### src/rtl/fifo_wr_arb.sv
// Round-robin write arbiter feeding a shared synchronous FIFO.
// Tracks committed FIFO occupancy and counts cycles spent blocked on a full FIFO.
module fifo_wr_arb #(
  parameter int WIDTH     = 8,
  parameter int NREQ      = 4,
  parameter int DEPTH     = 16,
  parameter int CNT_WIDTH = 8
) (
  input  logic                        clk,
  input  logic                        rst,
  input  logic                        en,
  input  logic [NREQ-1:0]             req,
  input  logic [NREQ*WIDTH-1:0]       wdata_in,
  input  logic                        fifo_full,
  input  logic                        fifo_rd_en,
  output logic [NREQ-1:0]             gnt,
  output logic                        fifo_wr_en,
  output logic [WIDTH-1:0]            fifo_wdata,
  output logic [$clog2(DEPTH):0]      level,
  output logic                        busy,
  output logic [CNT_WIDTH-1:0]        stall_cnt
);

  localparam int IW = $clog2(NREQ);
  localparam int LW = $clog2(DEPTH) + 1;
  localparam logic [LW-1:0] DEPTH_L = LW'(DEPTH);

  typedef enum logic [1:0] {
    IDLE    = 2'd0,
    GRANT   = 2'd1,
    BLOCKED = 2'd2
  } state_t;

  state_t            state;
  logic [IW-1:0]     last_gnt;

  logic [NREQ-1:0]   eligible;
  logic [NREQ-1:0]   elig_shift;
  logic              found;
  logic [IW-1:0]     win;
  logic [WIDTH-1:0]  sel_data;
  int unsigned       idx;
  logic              room;
  logic              can_grant;
  logic              blocked;
  logic              dec;

  // A requester whose grant is visible this cycle still shows its old req at the
  // closing edge, so it is masked out to avoid a double transfer.
  always_comb begin
    eligible   = req & ~gnt;
    found      = 1'b0;
    win        = '0;
    sel_data   = '0;
    idx        = '0;
    elig_shift = '0;
    for (int unsigned k = 1; k <= NREQ; k++) begin
      idx        = (32'(last_gnt) + k) % 32'(NREQ);
      elig_shift = eligible >> idx;
      if (!found && elig_shift[0]) begin
        found    = 1'b1;
        win      = IW'(idx);
        sel_data = WIDTH'(wdata_in >> (idx * 32'(WIDTH)));
      end
    end
  end

  assign room      = !fifo_full && (level < DEPTH_L);
  assign can_grant = en && found && room;
  assign blocked   = en && found && !room;
  assign dec       = fifo_rd_en && (level != '0);
  assign busy      = (state != IDLE);

  always_ff @(posedge clk or negedge rst) begin
    if (!rst) begin
      state      <= IDLE;
      last_gnt   <= IW'(NREQ - 1);
      gnt        <= '0;
      fifo_wr_en <= 1'b0;
      fifo_wdata <= '0;
      level      <= '0;
      stall_cnt  <= '0;
    end else begin
      if (can_grant) begin
        state      <= GRANT;
        last_gnt   <= win;
        gnt        <= NREQ'(1) << win;
        fifo_wr_en <= 1'b1;
        fifo_wdata <= sel_data;
      end else begin
        state      <= blocked ? BLOCKED : IDLE;
        gnt        <= '0;
        fifo_wr_en <= 1'b0;
      end

      if (blocked && (stall_cnt != '1))
        stall_cnt <= stall_cnt + 1'b1;

      case ({can_grant, dec})
        2'b10:   level <= level + 1'b1;
        2'b01:   level <= level - 1'b1;
        default: level <= level;
      endcase
    end
  end

endmodule

### config.mk
export PLATFORM = sky130hd
export DESIGN_NAME = fifo_wr_arb
export DESIGN_NICKNAME = d
export VERILOG_FILES = /design/src/rtl/fifo_wr_arb.sv
export SDC_FILE = /design/constraint.sdc
export NUM_CORES = 1
export LEC_CHECK = 0
export CORE_UTILIZATION = 31
export DETAILED_ROUTE_END_ITERATION = 10
export DONT_BUFFER_PORTS = 1
export HOLD_SLACK_MARGIN = 0.08
export PLACE_DENSITY_LB_ADDON = 0.3
export SETUP_SLACK_MARGIN = 0.1
export SLEW_MARGIN = 20
export SYNTH_ARGS = -nofsm -noshare
export SYNTH_HDL_FRONTEND = slang
export SYNTH_SLANG_ARGS = --single-unit
### constraint.sdc
create_clock -name clk -period 4.53 [get_ports clk]
set_input_delay 1.359 -clock clk [delete_from_list [all_inputs] [get_ports clk]]
set_output_delay 1.359 -clock clk [all_outputs]
set_load 0.005 [all_outputs]
==> impl_metrics.json <==
{
  "final_util": 0.347,
  "viasPerCell": 6.26,
  "routed_wl_mm": 6.69,
  "multiInputGateArea_um2": 1540,
  "path_buf_inv": 1,
  "grt_pass1_wl_mm": 10.2,
  "placedCellCount": 314,
  "start_util": 0.324,
  "clkTransAtPathRegs_ps": 70,
  "ant_nets": 0,
  "synth_edf_count": 0,
  "ys_types": 53,
  "peakVddDrop_v": 0.000281,
  "crit_family": "adder cells",
  "clockBufferDepth": 2,
  "ioPinCount": 68,
  "synth_area_leader_cell": "dfrtp_1",
  "h-tree-depth": 2,
  "finalClockSkew_ps": 6.62,
  "setup_viol": 0,
  "place.gp.congestion": 0.816,
  "critPathLaunchType": "input pin",
  "synth_commonest_cells": "27 x dfrtp_1, 18 x mux2_2, 17 x o211ai_1",
  "cp_slowest_cell": "fa_1",
  "clk_latency_ps": 280,
  "synthCells": 226,
  "row_count": 31,
  "rsz0062_at_grt": "no",
  "hold_violations": 0,
  "ys_seq_elements": 29,
  "avgSynthCellArea_um2": 10.5,
  "synth_nets": 273,
  "portBuffers": 0,
  "cap_viol_max_count": 0,
  "firstDrtPassIters": 4,
  "period_needed_ps": 3450,
  "via_count": 2017,
  "cts_resized": 0,
  "grt_pass1_vias": 1910,
  "synthToLayoutAreaGrowth_pct": 7.11,
  "antennaDiodeCount": 0,
  "yosysWarnings": 0,
  "fmax_ghz": 0.289,
  "core-area_um2": 7330,
  "wl_per_cell_um": 20.8,
  "cts_tree": "built",
  "seq_area_um2": 728,
  "grt_antenna_before_repair": 0,
  "fillers": 737,
  "worst_pin_slew_ps": 1100,
  "syn_area_um2": 2380,
  "post_cts_buffers": 0,
  "cpPeakStageDelay_ps": 430,
  "dieHeight_um": 89.6,
  "power.leakage_nw": 0.966,
  "grt_use_total": 0.172,
  "arrival_ps": 3610,
  "final_cells": 322,
  "die_w_um": 89.6,
  "power_w": 0.00148,
  "synth_area_leaders": "dfrtp_1 28%, mux2_2 8.5%, mux2i_1 6.7%, o211ai_1 5.4%, a221oi_1 3.3%",
  "crit_type": "in2reg",
  "drc_errors": 0,
  "timing.setup.tns_ps": 0,
  "cp_data_required_time_ps": 4680,
  "fin_crit_sh": 0.763,
  "cts_made_buffers": 5,
  "cts_root_buf": "clkbuf_8",
  "post-dp-hpwl_mm": 4.64,
  "synth_top_area_share": 0.284,
  "overflow": 0,
  "layout_setup_ws_ps": 1080,
  "path_common_cell": "xor2_1",
  "powerDensity_nw_per_um2": 583,
  "grt_max_degree": 46,
  "crit_chain": "nor2b_1 > buf_4 > o41ai_4 > or3_4 > ha_1 > fa_1 > a21o_1 > a21oi_1 > xor2_1 > nor2_1 > xor2_1",
  "synth.most_common_cell": "dfrtp_1",
  "max_slew_margin": 0.267,
  "clock_sinks": 29,
  "die_area_um2": 8020,
  "yosys_most_used_dff": "dfrtp_1",
  "min_path_type": "reg2reg",
  "critPathMaxFanout": 9,
  "holdBufCountCts": 0,
  "cp-end-kind": "register",
  "dr.first_iter.drc_count": 215,
  "async_flop_share": 1.00,
  "nets": 269,
  "pre_cts_ws_ps": 778,
  "ys_seq_area_frac": 0.306,
  "final_max_slew_viol_count": 0,
  "drive_gt1_frac": 0.211,
  "status": "finished, final reports clean"
}
## layout by cell type (no fill, tap or decap), drive strengths merged, types with 5 or more instances in the layout
cell type	n
mux2	18
a32oi	8
nand2	8
o22a	8
a22oi	8
clkbuf	7
ha	5
dfrtp	27
mux2i	16
nor2	9
o22ai	9
xnor2	8
nor3	7
a221oi	9
o211ai	17
## cell type report
type / count / share of cell area
clock buffers: 7 / 0.0339
clock inverters: 1 / 0.0118
inverters: 3 / 0.00442
multi-input cells: 179 / 0.603
flip-flops and latches: 29 / 0.286
well taps: 99 / 0.0486
repair buffers: 4 / 0.0118
## state kept, by name, summed over array words and instances, names as in the netlist
signal	flops
gnt	4
last_gnt	2
fifo_wdata	8
level	5
state	2
stall_cnt	8
## where the power goes
group,switching [W],internal [W]
clock network,0.000113,0.000179
logic,0.000295,0.000327
registers,0.000200,0.000369
total,0.000608,0.000875
## per-stage QoR
step	hold WS [ps]	instance area [um^2]
floorplan	481	2380
detailed placement	509	2430
CTS	530	2550
global route	556	2550
finish	527	2550
global placement	504	2430
## layer usage
metal  global-route usage  wire length (um)  share of wire
met5                    0                 0              0
met1                0.202              2650           0.40
met3               0.0603               678           0.10
met2                0.280              3130           0.47
met4               0.0837               232          0.035
## worst paths after layout
| path | cells after the start | end | startpoint | slack [ps] |
|---|---|---|---|---|
| worst max-delay path | 11 | level[4] | req[3] | 1080 |
| worst min-delay path | 1 | stall_cnt[7] | stall_cnt[7] | 530 |
| worst max register to register | 5 | fifo_wdata[7] | last_gnt[0] | 1600 |
| worst min register to register | 1 | stall_cnt[7] | stall_cnt[7] | 530 |
| max in group asynchronous | 0 | last_gnt[0] | rst | 3590 |
| min in group asynchronous | 0 | gnt[1] | rst | 760 |
## cell families (layout without fill, tap and decap cells)
logic type                 after synthesis  count (layout)  share of synthesized area
muxes                                   34              34                      0.153
DFF                                     29              29                      0.306
AOI/OAI and AO/OA                       79              79                      0.285
buffers and inverters                   18              15                     0.0474
adders and majority gates                6               6                     0.0347
and+or+nand+nor                         48              48                      0.129
xor gates and xnor gates                12              12                     0.0442
Note: power is estimated with default switching activity, not from simulation.
